--- config.mk ---
export PLATFORM = sky130hd
export DESIGN_NAME = bird_physics_ctrl
export DESIGN_NICKNAME = d
export VERILOG_FILES = /design/src/rtl/bird_physics_ctrl.sv
export SDC_FILE = /design/constraint.sdc
export NUM_CORES = 1
export LEC_CHECK = 0
export BUFFER_PORTS_ARGS = -buffer_cell sky130_fd_sc_hd__buf_2
export CORE_MARGIN = 1.5
export CORE_UTILIZATION = 31
export DETAILED_ROUTE_END_ITERATION = 8
export PLACE_DENSITY = 0.63
export RECOVER_POWER = 100
export REMOVE_ABC_BUFFERS = 1
export SLEW_MARGIN = 25
export SYNTH_ARGS = -nofsm -noshare
export SYNTH_HDL_FRONTEND = slang
export SYNTH_SLANG_ARGS = --single-unit
--- constraint.sdc ---
create_clock -name clk_25 -period 5.12 [get_ports clk_25]
set_input_delay 0.256 -clock clk_25 [delete_from_list [all_inputs] [get_ports clk_25]]
set_output_delay 0.256 -clock clk_25 [all_outputs]
set_load 0.02 [all_outputs]
--- src/rtl/bird_physics_ctrl.sv ---
// bird_physics_ctrl
//  Per-frame game sequencer for the sprite box. Holds the box top row and vertical
//  velocity, runs the IDLE/PLAY/DEAD game state, and applies gravity/flap physics once
//  per frame on the start-of-frame pixel (h_count==1, v_count==1).
//  Build macro JUMP_DEBOUNCE_EN: when defined, the synchronized jump button is debounced
//  (must hold a new level for DEBOUNCE_CYC cycles) before edge detection.
`timescale 1ns/1ps
module bird_physics_ctrl #(
  parameter logic        [9:0]  DEFAULT_Y    = 10'd200,
  parameter logic        [9:0]  BOX_H        = 10'd72,
  parameter logic        [9:0]  PORCH_TOP    = 10'd36,
  parameter logic        [9:0]  PORCH_BOT    = 10'd500,
  parameter logic signed [7:0]  GRAVITY      = 8'sd1,
  parameter logic signed [7:0]  JUMP_V       = 8'sd10,
  parameter logic signed [7:0]  VMAX         = 8'sd15,
  parameter logic        [7:0]  DEAD_FRAMES  = 8'd60,
  parameter logic        [19:0] DEBOUNCE_CYC = 20'd250000
) (
  input  logic        clk_25,
  input  logic        rst,
  input  logic [9:0]  h_count,
  input  logic [9:0]  v_count,
  input  logic        jump,
  input  logic        hit,
  output logic [9:0]  box_y,
  output logic [7:0]  velocity,
  output logic [1:0]  state,
  output logic        frame_tick,
  output logic [15:0] frames_alive
);

  typedef enum logic [1:0] {
    IDLE = 2'b00,
    PLAY = 2'b01,
    DEAD = 2'b10
  } game_state_t;

  game_state_t state_q;

  logic jump_meta;
  logic jump_sync;
  logic jump_level;
  logic jump_prev;
  logic jump_evt;
  logic pending;
  logic [7:0] dead_cnt;

  logic signed [8:0]  vel_grav;
  logic signed [8:0]  vel_fall;
  logic signed [8:0]  vel_next;
  logic signed [10:0] y_next;
  logic signed [11:0] y_bottom;
  logic               hit_ceiling;
  logic               hit_floor;

  assign state = state_q;

  // Two-flop synchronizer bringing the raw pushbutton into the clk_25 domain.
  always_ff @(posedge clk_25) begin
    // NOTE: sequential state always uses non-blocking assignments so every flop samples pre-edge values.
    if (rst) begin
      jump_meta <= 1'b0;
      jump_sync <= 1'b0;
    end else begin
      jump_meta <= jump;
      jump_sync <= jump_meta;
    end
  end

`ifdef JUMP_DEBOUNCE_EN
  logic [19:0] deb_cnt;

  // Debounced level follows the synchronized button only after DEBOUNCE_CYC stable cycles.
  always_ff @(posedge clk_25) begin
    if (rst) begin
      deb_cnt    <= 20'd0;
      jump_level <= 1'b0;
    end else if (jump_sync == jump_level) begin
      deb_cnt <= 20'd0;
    end else if (deb_cnt == DEBOUNCE_CYC - 20'd1) begin
      jump_level <= jump_sync;
      deb_cnt    <= 20'd0;
    end else begin
      deb_cnt <= deb_cnt + 20'd1;
    end
  end
`else
  assign jump_level = jump_sync;
`endif

  // Rising-edge detector: jump_evt is a single-cycle press event.
  always_ff @(posedge clk_25) begin
    if (rst) jump_prev <= 1'b0;
    else     jump_prev <= jump_level;
  end

  assign jump_evt = jump_level & ~jump_prev;

  // Registered start-of-frame strobe; physics updates on the edge where it is high.
  always_ff @(posedge clk_25) begin
    if (rst) frame_tick <= 1'b0;
    else     frame_tick <= (h_count == 10'd1) && (v_count == 10'd1);
  end

  // Next-frame velocity and position, widened so clamping and the floor test cannot wrap.
  always_comb begin
    // NOTE: every always_comb output is fully assigned on all paths, so no latch can be inferred.
    vel_grav = $signed({velocity[7], velocity}) + $signed({GRAVITY[7], GRAVITY});
    if (vel_grav > $signed({VMAX[7], VMAX})) vel_fall = $signed({VMAX[7], VMAX});
    else                                     vel_fall = vel_grav;
    // A flap pending (or arriving on the tick itself) overrides gravity for this frame.
    if (pending || jump_evt) vel_next = -$signed({JUMP_V[7], JUMP_V});
    else                     vel_next = vel_fall;
    y_next      = $signed({1'b0, box_y}) + $signed({{2{vel_next[8]}}, vel_next});
    y_bottom    = $signed({y_next[10], y_next}) + $signed({2'b00, BOX_H});
    hit_ceiling = y_next < $signed({1'b0, PORCH_TOP});
    hit_floor   = y_bottom >= $signed({2'b00, PORCH_BOT});
  end

  // Game state machine with all box/velocity/score registers updated in one place.
  always_ff @(posedge clk_25) begin
    if (rst) begin
      state_q      <= IDLE;
      box_y        <= DEFAULT_Y;
      velocity     <= 8'd0;
      frames_alive <= 16'd0;
      pending      <= 1'b0;
      dead_cnt     <= 8'd0;
    end else begin
      case (state_q)
        IDLE: begin
          box_y    <= DEFAULT_Y;
          velocity <= 8'd0;
          pending  <= 1'b0;
          if (jump_evt) begin
            state_q      <= PLAY;
            velocity     <= -JUMP_V;
            frames_alive <= 16'd0;
          end
        end

        PLAY: begin
          if (hit) begin
            // Collision freezes the box; it beats a coincident frame update.
            state_q  <= DEAD;
            dead_cnt <= 8'd0;
            pending  <= 1'b0;
          end else if (frame_tick) begin
            pending <= 1'b0;
            if (hit_ceiling) begin
              box_y    <= PORCH_TOP;
              velocity <= 8'd0;
              if (frames_alive != 16'hFFFF) frames_alive <= frames_alive + 16'd1;
            end else if (hit_floor) begin
              box_y    <= PORCH_BOT - BOX_H;
              velocity <= 8'd0;
              state_q  <= DEAD;
              dead_cnt <= 8'd0;
            end else begin
              box_y    <= y_next[9:0];
              velocity <= vel_next[7:0];
              if (frames_alive != 16'hFFFF) frames_alive <= frames_alive + 16'd1;
            end
          end else if (jump_evt) begin
            pending <= 1'b1;
          end
        end

        DEAD: begin
          pending <= 1'b0;
          if (jump_evt && (dead_cnt == DEAD_FRAMES)) begin
            state_q  <= IDLE;
            box_y    <= DEFAULT_Y;
            velocity <= 8'd0;
          end else if (frame_tick && (dead_cnt != DEAD_FRAMES)) begin
            dead_cnt <= dead_cnt + 8'd1;
          end
        end

        default: begin
          state_q <= IDLE;
          pending <= 1'b0;
        end
      endcase
    end
  end

endmodule
==> results of run 1 <==
worst max-delay path by stage:
stage | slack, ps | start | endpoint
after floorplan | -220 | velocity[0]$_SDFFE_PP0P_ | dead_cnt[6]$_SDFFE_PP0P_
after global placement | -140 | velocity[1]$_SDFFE_PP0P_ | frames_alive[13]$_SDFFE_PP0P_
after detailed placement | -340 | velocity[1]$_SDFFE_PP0P_ | frames_alive[13]$_SDFFE_PP0P_
after CTS | -20 | velocity[1]$_SDFFE_PP0P_ | frames_alive[13]$_SDFFE_PP0P_
after global routing | -240 | velocity[1]$_SDFFE_PP0P_ | velocity[1]$_SDFFE_PP0P_
final | -50 | velocity[1]$_SDFFE_PP0P_ | frames_alive[13]$_SDFFE_PP0P_
state kept, by name (all words and copies together) (netlist names):
name and flops:
frames_alive 16, box_y 10, dead_cnt 8, velocity 8
state 2, frame_tick 1, jump_level 1, jump_meta 1
jump_prev 1, pending 1
synthesized netlist by cell type (all sizes together), types with 3 or more instances:
| master | number | area share |
|---|---|---|
| o31ai | 9 | 0.024 |
| a211oi | 4 | 0.011 |
| a21o | 3 | 0.0065 |
| nor2b | 8 | 0.014 |
| and3 | 13 | 0.025 |
| nor3 | 9 | 0.013 |
| clkbuf | 8 | 0.0086 |
| nand3 | 15 | 0.022 |
| mux2i | 12 | 0.034 |
| xnor2 | 11 | 0.028 |
| o21ai | 33 | 0.047 |
| or3 | 7 | 0.014 |
| a21oi | 27 | 0.040 |
| dfxtp | 49 | 0.28 |
| or4 | 3 | 0.0075 |
| nand4 | 9 | 0.016 |
| a31oi | 7 | 0.017 |
| nand2b | 12 | 0.022 |
| o21a | 5 | 0.011 |
| inv | 17 | 0.018 |
| and2 | 4 | 0.0072 |
| nand2 | 43 | 0.046 |
| a2111oi | 4 | 0.017 |
| or2 | 3 | 0.0054 |
| nor4 | 4 | 0.0072 |
| o211ai | 5 | 0.011 |
| nor2 | 30 | 0.032 |
| buf | 5 | 0.011 |
| ha | 24 | 0.086 |
| and4 | 4 | 0.010 |
final cells by class:
cell class                      instances  area share
Sequential cell                        49       0.192
Inverter                               17      0.0130
Clock buffer                            7      0.0169
Timing Repair Buffer                  144       0.186
Clock inverter                          1     0.00587
Tap cell                              140      0.0342
Multi-Input combinational cell        349       0.552
through the flow:
| stage | utilization | instances | total power [uW] |
|---|---|---|---|
| after detailed placement | 0.397 | 671 | 1570 |
| final | 0.470 | 707 | 2360 |
| after global routing | 0.470 | 707 | 2500 |
| after floorplan | - | 414 | 1140 |
| after global placement | 0.397 | 671 | 1550 |
| after CTS | 0.430 | 688 | 2040 |
what timing repair did:
action,4_1_cts,5_1_grt
cloned,1,0
setup buffers,8,20
pin swaps,19,46
gates resized for setup,39,78
setup endpoints to repair,44,44
layout by cell type, fill, tap and decap left out, types with 14 or more instances in the layout:
master    Yosys  routed
a21oi_1      26      16
buf_2         1      40
buf_4         1      74
clkbuf_1      8      21
dfxtp_1      49      47
ha_1         24      20
inv_1        17      14
nand2_1      43      43
nor2_1       30      26
o21ai_0      33      16
worst reg2reg max path: cells and delay by family, from the launching register on:
kind | cells | cell delay, ps
flops | 1 | 350
buf+inv | 4 | 450
compound gates | 10 | 2210
simple gates | 7 | 1450
fa+ha+maj | 2 | 660
metal layers:
layer,track usage,vias to the layer above,share of wire
met3,0.0323,18,0.041
met1,0.239,1804,0.43
met2,0.310,81,0.52
met4,0.0432,0,0.014
met5,0,-,0
li1,-,1869,-
kinds of logic (layout without fill, tap and decap cells):
kind of cell / count (synthesis) / after routing
compound gates: 124 / 125
buf+inv: 30 / 169
fa+ha+maj: 25 / 25
xor+xnor: 13 / 13
simple gates: 173 / 173
mux: 13 / 13
flops: 49 / 49
power breakdown:
part,internal [uW],switching [uW],total (uW)
clock,159,131,290
sequential,412,36.0,448
combinational,724,895,1620
total,1300,1060,2360
==> impl_metrics.json, run 1 <==
{
  "grt_start_max_net_pins": 24,
  "worstMarginPinSlew_ps": 858,
  "stdcell_area_sq_um": 5120,
  "peakVddDrop_uv": 227,
  "crit_arrival_ps": 5420,
  "hold_viol_final": 0,
  "nFillCells": 1012,
  "rr_startpoint": "velocity[1]$_SDFFE_PP0P_",
  "yosys.cell_types.count": 74,
  "synth_top_family_by_area": "simple AND/OR/NAND/NOR gates",
  "root_buffer": "clkbuf_8",
  "initial_core_util": 0.321,
  "ys_seq_area_frac": 0.281,
  "cts_hold_buf": 0,
  "rows": 38,
  "fmax_mhz": 193,
  "syn_area_per_cell_sq_um": 8.18,
  "drc": 0,
  "fin_setup_tns_ps": -69.9,
  "port_buffers": 60,
  "synth-adder-area-share": 0.0918,
  "worstSkewPairLatency_ps": 310,
  "setup_ws_ps": -51.4,
  "finalCritPeriodShare": 1.01,
  "critical-path-slowest-cell": "o41a_1",
  "post_drt_wl_per_cell_um": 15.7,
  "area_growth_pct": 46.7,
  "p_per_area_nw_per_um2": 460,
  "finalSetupViolCount": 3,
  "worstPathRequired_ps": 5370,
  "fp.dieW_um": 109,
  "dp_slack_ps": -336,
  "violations": "negative setup slack",
  "cts_tree": "yes",
  "hold_ws_ps": 163,
  "critPathKind": "register to register",
  "avgViaCountPerCell": 5.34,
  "clkTransAtPathRegs_ps": 90,
  "rsz0062_at_grt": "yes",
  "ys_warn_count": 0,
  "synth_xor_area_frac": 0.0326,
  "pin_count": 61,
  "grt_pass1_vias": 3673,
  "diodes": 0,
  "drtIter0Drc": 195,
  "grt_first_pass_wirelength_um": 17600,
  "grt-ovfl-total": 0,
  "die_area_sq_um": 11900,
  "htreeDepth": 2,
  "min_to": "jump_meta$_SDFF_PP0_",
  "synth.cell_area_sq_um": 3490,
  "coreArea_sq_um": 10900,
  "fin_skew_ps": 8.81,
  "firstDrtPassIters": 4,
  "seqCellArea_sq_um": 983,
  "wl_um": 11100,
  "ant_nets": 0,
  "cp_top_family": "compound AO/OA/AOI/OAI gates",
  "multi_input_area_sq_um": 2830,
  "post_dp_cell_area_sq_um": 4330,
  "synth_simple_gate_area_frac": 0.263,
  "p_leak_uw": 0.00213,
  "synth-edff-count": 0,
  "crit_path_end_kind": "register",
  "cap_violations": 0,
  "synthMuxAreaShare": 0.0376,
  "cpPeakStageDelay_ps": 500,
  "vias": 3772,
  "worst_setup_path_start_kind": "register",
  "reg2reg_depth": 23,
  "fin_nets": 615,
  "cp_max_fo": 8,
  "relSlewSlack": 0.428,
  "drive_gt1_frac": 0.384,
  "synth_async_sr_flop_share": 0,
  "period_needed_ps": 5170,
  "synth_compound_area_frac": 0.256,
  "r2r_slack_ps": -50,
  "holdCritPathClass": "input port to register",
  "gp_congestion": 0.919,
  "cp.depth": 23,
  "cts_sinks": 49,
  "cts_inserted_buffers": 5,
  "synthFlopType": "dfxtp_1",
  "synth_cells": 427,
  "clockBufferDepth": 2,
  "antenna_found_initial": 0,
  "ys_ff_latch": 49,
  "grt_util_all_layers": 0.183,
  "path_cells": "and3_4, and3_4, nand3b_1, o21a_1, o41ai_2, nand2_1, ha_4, inv_4, a31oi_4, buf_6, o21ai_2, ha_1, buf_6, o211ai_1, o211ai_1, a221o_1, buf_6, nand2_1, o41a_1, and3_4, a21o_4, or4_4, a21oi_2",
  "path_buf_inv": 4,
  "min_from": "jump",
  "r2r_end": "frames_alive[13]$_SDFFE_PP0P_",
  "die_h_um": 109,
  "status": "finished with violations",
  "drv_slew": 0,
  "hold_depth": 2,
  "dpl.hpwl_um": 7560
}
Note: power is estimated with default switching activity, not from simulation.
==> inputs of run 2 (changes only) <==
--- a/config.mk
+++ b/config.mk
@@ -5,13 +5,14 @@
 export SDC_FILE = /design/constraint.sdc
 export NUM_CORES = 1
 export LEC_CHECK = 0
-export BUFFER_PORTS_ARGS = -buffer_cell sky130_fd_sc_hd__buf_2
 export CORE_MARGIN = 1.5
 export CORE_UTILIZATION = 31
 export DETAILED_ROUTE_END_ITERATION = 8
-export PLACE_DENSITY = 0.63
+export DONT_BUFFER_PORTS = 1
+export PLACE_DENSITY = 0.58
 export RECOVER_POWER = 100
 export REMOVE_ABC_BUFFERS = 1
+export SKIP_CTS_REPAIR_TIMING = 1
 export SLEW_MARGIN = 25
 export SYNTH_ARGS = -nofsm -noshare
 export SYNTH_HDL_FRONTEND = slang
==> constraint.sdc (replaced) <==
create_clock -name clk_25 -period 5.12 [get_ports clk_25]
set_input_delay 0.256 -clock clk_25 [delete_from_list [all_inputs] [get_ports clk_25]]
set_output_delay 0.256 -clock clk_25 [all_outputs]
set_load 0.05 [all_outputs]
==> run 2 against run 1 <==
Net effect:
- clock skew increased by 8.0 ps
- via count decreased by 5.6%
- power decreased by 1.7%
- highest routed layer unchanged
- register-to-register slack about the same
- largest power group unchanged
- the flow still finishes with violations (negative setup slack)
- setup slack got worse by 8.6 ps
- global-route usage decreased by 1.7 points
==> impl_metrics.json, run 2 (synthesis gave the netlist of run 1 again) <==
{
  "holdCritPathClass": "input port to register",
  "largest_reg_flops": 16,
  "ant_nets": 0,
  "hold_viol_final": 0,
  "coreArea_sq_um": 10900,
  "drc": 0,
  "rsz0062_at_grt": "yes",
  "p_leak_uw": 0.00190,
  "die_h_um": 109,
  "reg2reg_depth": 23,
  "htreeDepth": 2,
  "worstSkewPairLatency_ps": 320,
  "gp_congestion": 0.887,
  "avgViaCountPerCell": 5.48,
  "worstMarginPinSlew_ps": 880,
  "fmax_mhz": 193,
  "cts_sinks": 49,
  "firstDrtPassIters": 4,
  "status": "finished with violations",
  "relSlewSlack": 0.413,
  "multi_input_area_sq_um": 2740,
  "cts_inserted_buffers": 5,
  "cts_tree": "yes",
  "grt_pass1_vias": 3275,
  "fin_nets": 557,
  "cpPeakStageDelay_ps": 570,
  "worst_setup_path_start_kind": "register",
  "wl_um": 10300,
  "cap_violations": 0,
  "grt-ovfl-total": 0,
  "p_per_area_nw_per_um2": 487,
  "final_common_cell": "buf_4",
  "violations": "negative setup slack",
  "reg_top3": "frames_alive (16), box_y (10)",
  "peakVddDrop_uv": 243,
  "die_area_sq_um": 11900,
  "root_buffer": "clkbuf_8",
  "hold_depth": 1,
  "port_buffers": 0,
  "setup_ws_ps": -60.0,
  "grt_start_max_net_pins": 24,
  "cp_common_cell": "and3_4",
  "path_cells": "and3_4, and3_4, nand3b_1, o21a_1, o41ai_2, nand2_1, ha_4, inv_4, a31oi_4, nor2_1, nor2_1, ha_2, buf_4, a211oi_4, o31a_4, a2111oi_4, nor3_2, or4_4, and3_4, a21o_4, buf_4, o31a_1, o21a_1",
  "fin_setup_tns_ps": -110,
  "nFillCells": 1064,
  "power_uw": 2320,
  "grt_first_pass_wirelength_um": 15600,
  "crit_arrival_ps": 5400,
  "finalCritPeriodShare": 1.01,
  "drtIter0Drc": 155,
  "drive_gt1_frac": 0.320,
  "pin_count": 61,
  "final_cell_mix": "buf_4, dfxtp_1, nand2_1",
  "rows": 38,
  "crit_path_end_kind": "register",
  "path_buf_inv": 3,
  "cp_max_fo": 6,
  "clkTransAtPathRegs_ps": 110,
  "dpl.hpwl_um": 7620,
  "critPathKind": "register to register",
  "hold_ws_ps": 13.1,
  "regMostFlops": "frames_alive",
  "grt_util_all_layers": 0.166,
  "post_drt_wl_per_cell_um": 15.9,
  "clockBufferDepth": 2,
  "diodes": 0,
  "period_needed_ps": 5180,
  "worstPathRequired_ps": 5340,
  "initial_core_util": 0.321,
  "finalSetupViolCount": 2,
  "area_growth_pct": 36.5,
  "drv_slew": 0,
  "vias": 3559,
  "fp.dieW_um": 109,
  "antenna_found_initial": 0,
  "critical-path-slowest-cell": "or4_4",
  "seqCellArea_sq_um": 985,
  "cp_top_family": "compound AO/OA/AOI/OAI gates",
  "fin_skew_ps": 16.8,
  "cp.depth": 23
}
[run 2: cell count changes in the layout (fill, tap and decap cells not counted), moves of 4 or more]
cell      previous run  this run
a21oi_1             16        21
a21oi_2              8         4
buf_2               40         0
buf_4               74        80
buf_6                9         3
clkbuf_1            21         0
o21ai_0             16        24
o21ai_2             10         2
[run 2: where the power goes]
group          internal, uW  total, uW  switching (uW)
clock network           147        291             144
logic                   687       1500             813
registers               412        527             115
total                  1250       2320            1070
[run 2: worst paths after layout]
kind,startpoint,endpoint,slack [ps]
worst max-delay path,velocity[1]$_SDFFE_PP0P_,frames_alive[9]$_SDFFE_PP0P_,-60
worst min register to register,jump_meta$_SDFF_PP0_,jump_level$_SDFF_PP0_,470
worst max register to register,velocity[1]$_SDFFE_PP0P_,frames_alive[9]$_SDFFE_PP0P_,-60
worst min-delay path,rst,jump_meta$_SDFF_PP0_,10
[run 2: area by class of cell]
class / instances / share of cell area
well taps: 140 / 0.0368
clock buffers: 5 / 0.0144
multi-input cells: 349 / 0.575
repair buffers: 86 / 0.144
flip-flops and latches: 49 / 0.207
inverters: 17 / 0.0139
clock inverters: 3 / 0.00919
[run 2: routing by layer]
layer  routed length [um]  share of wire  up-vias  global-route usage
li1                     -              -     1751                   -
met1                 4620           0.45     1725               0.214
met2                 5030           0.49       69               0.273
met3                  531          0.051       14              0.0365
met4                  146          0.014        0              0.0508
met5                    0              0        -                   0
[run 2: stage by stage]
stage               instances   util  cell area [sq um]  worst slack [ps]
global route              649  0.437               4760              -260
global placement          628  0.381               4150              -139
detailed placement        628  0.382               4160              -288
finish                    649  0.437               4760             -60.0
floorplan                 414      -               3420              -490
CTS                       636  0.392               4270              -334
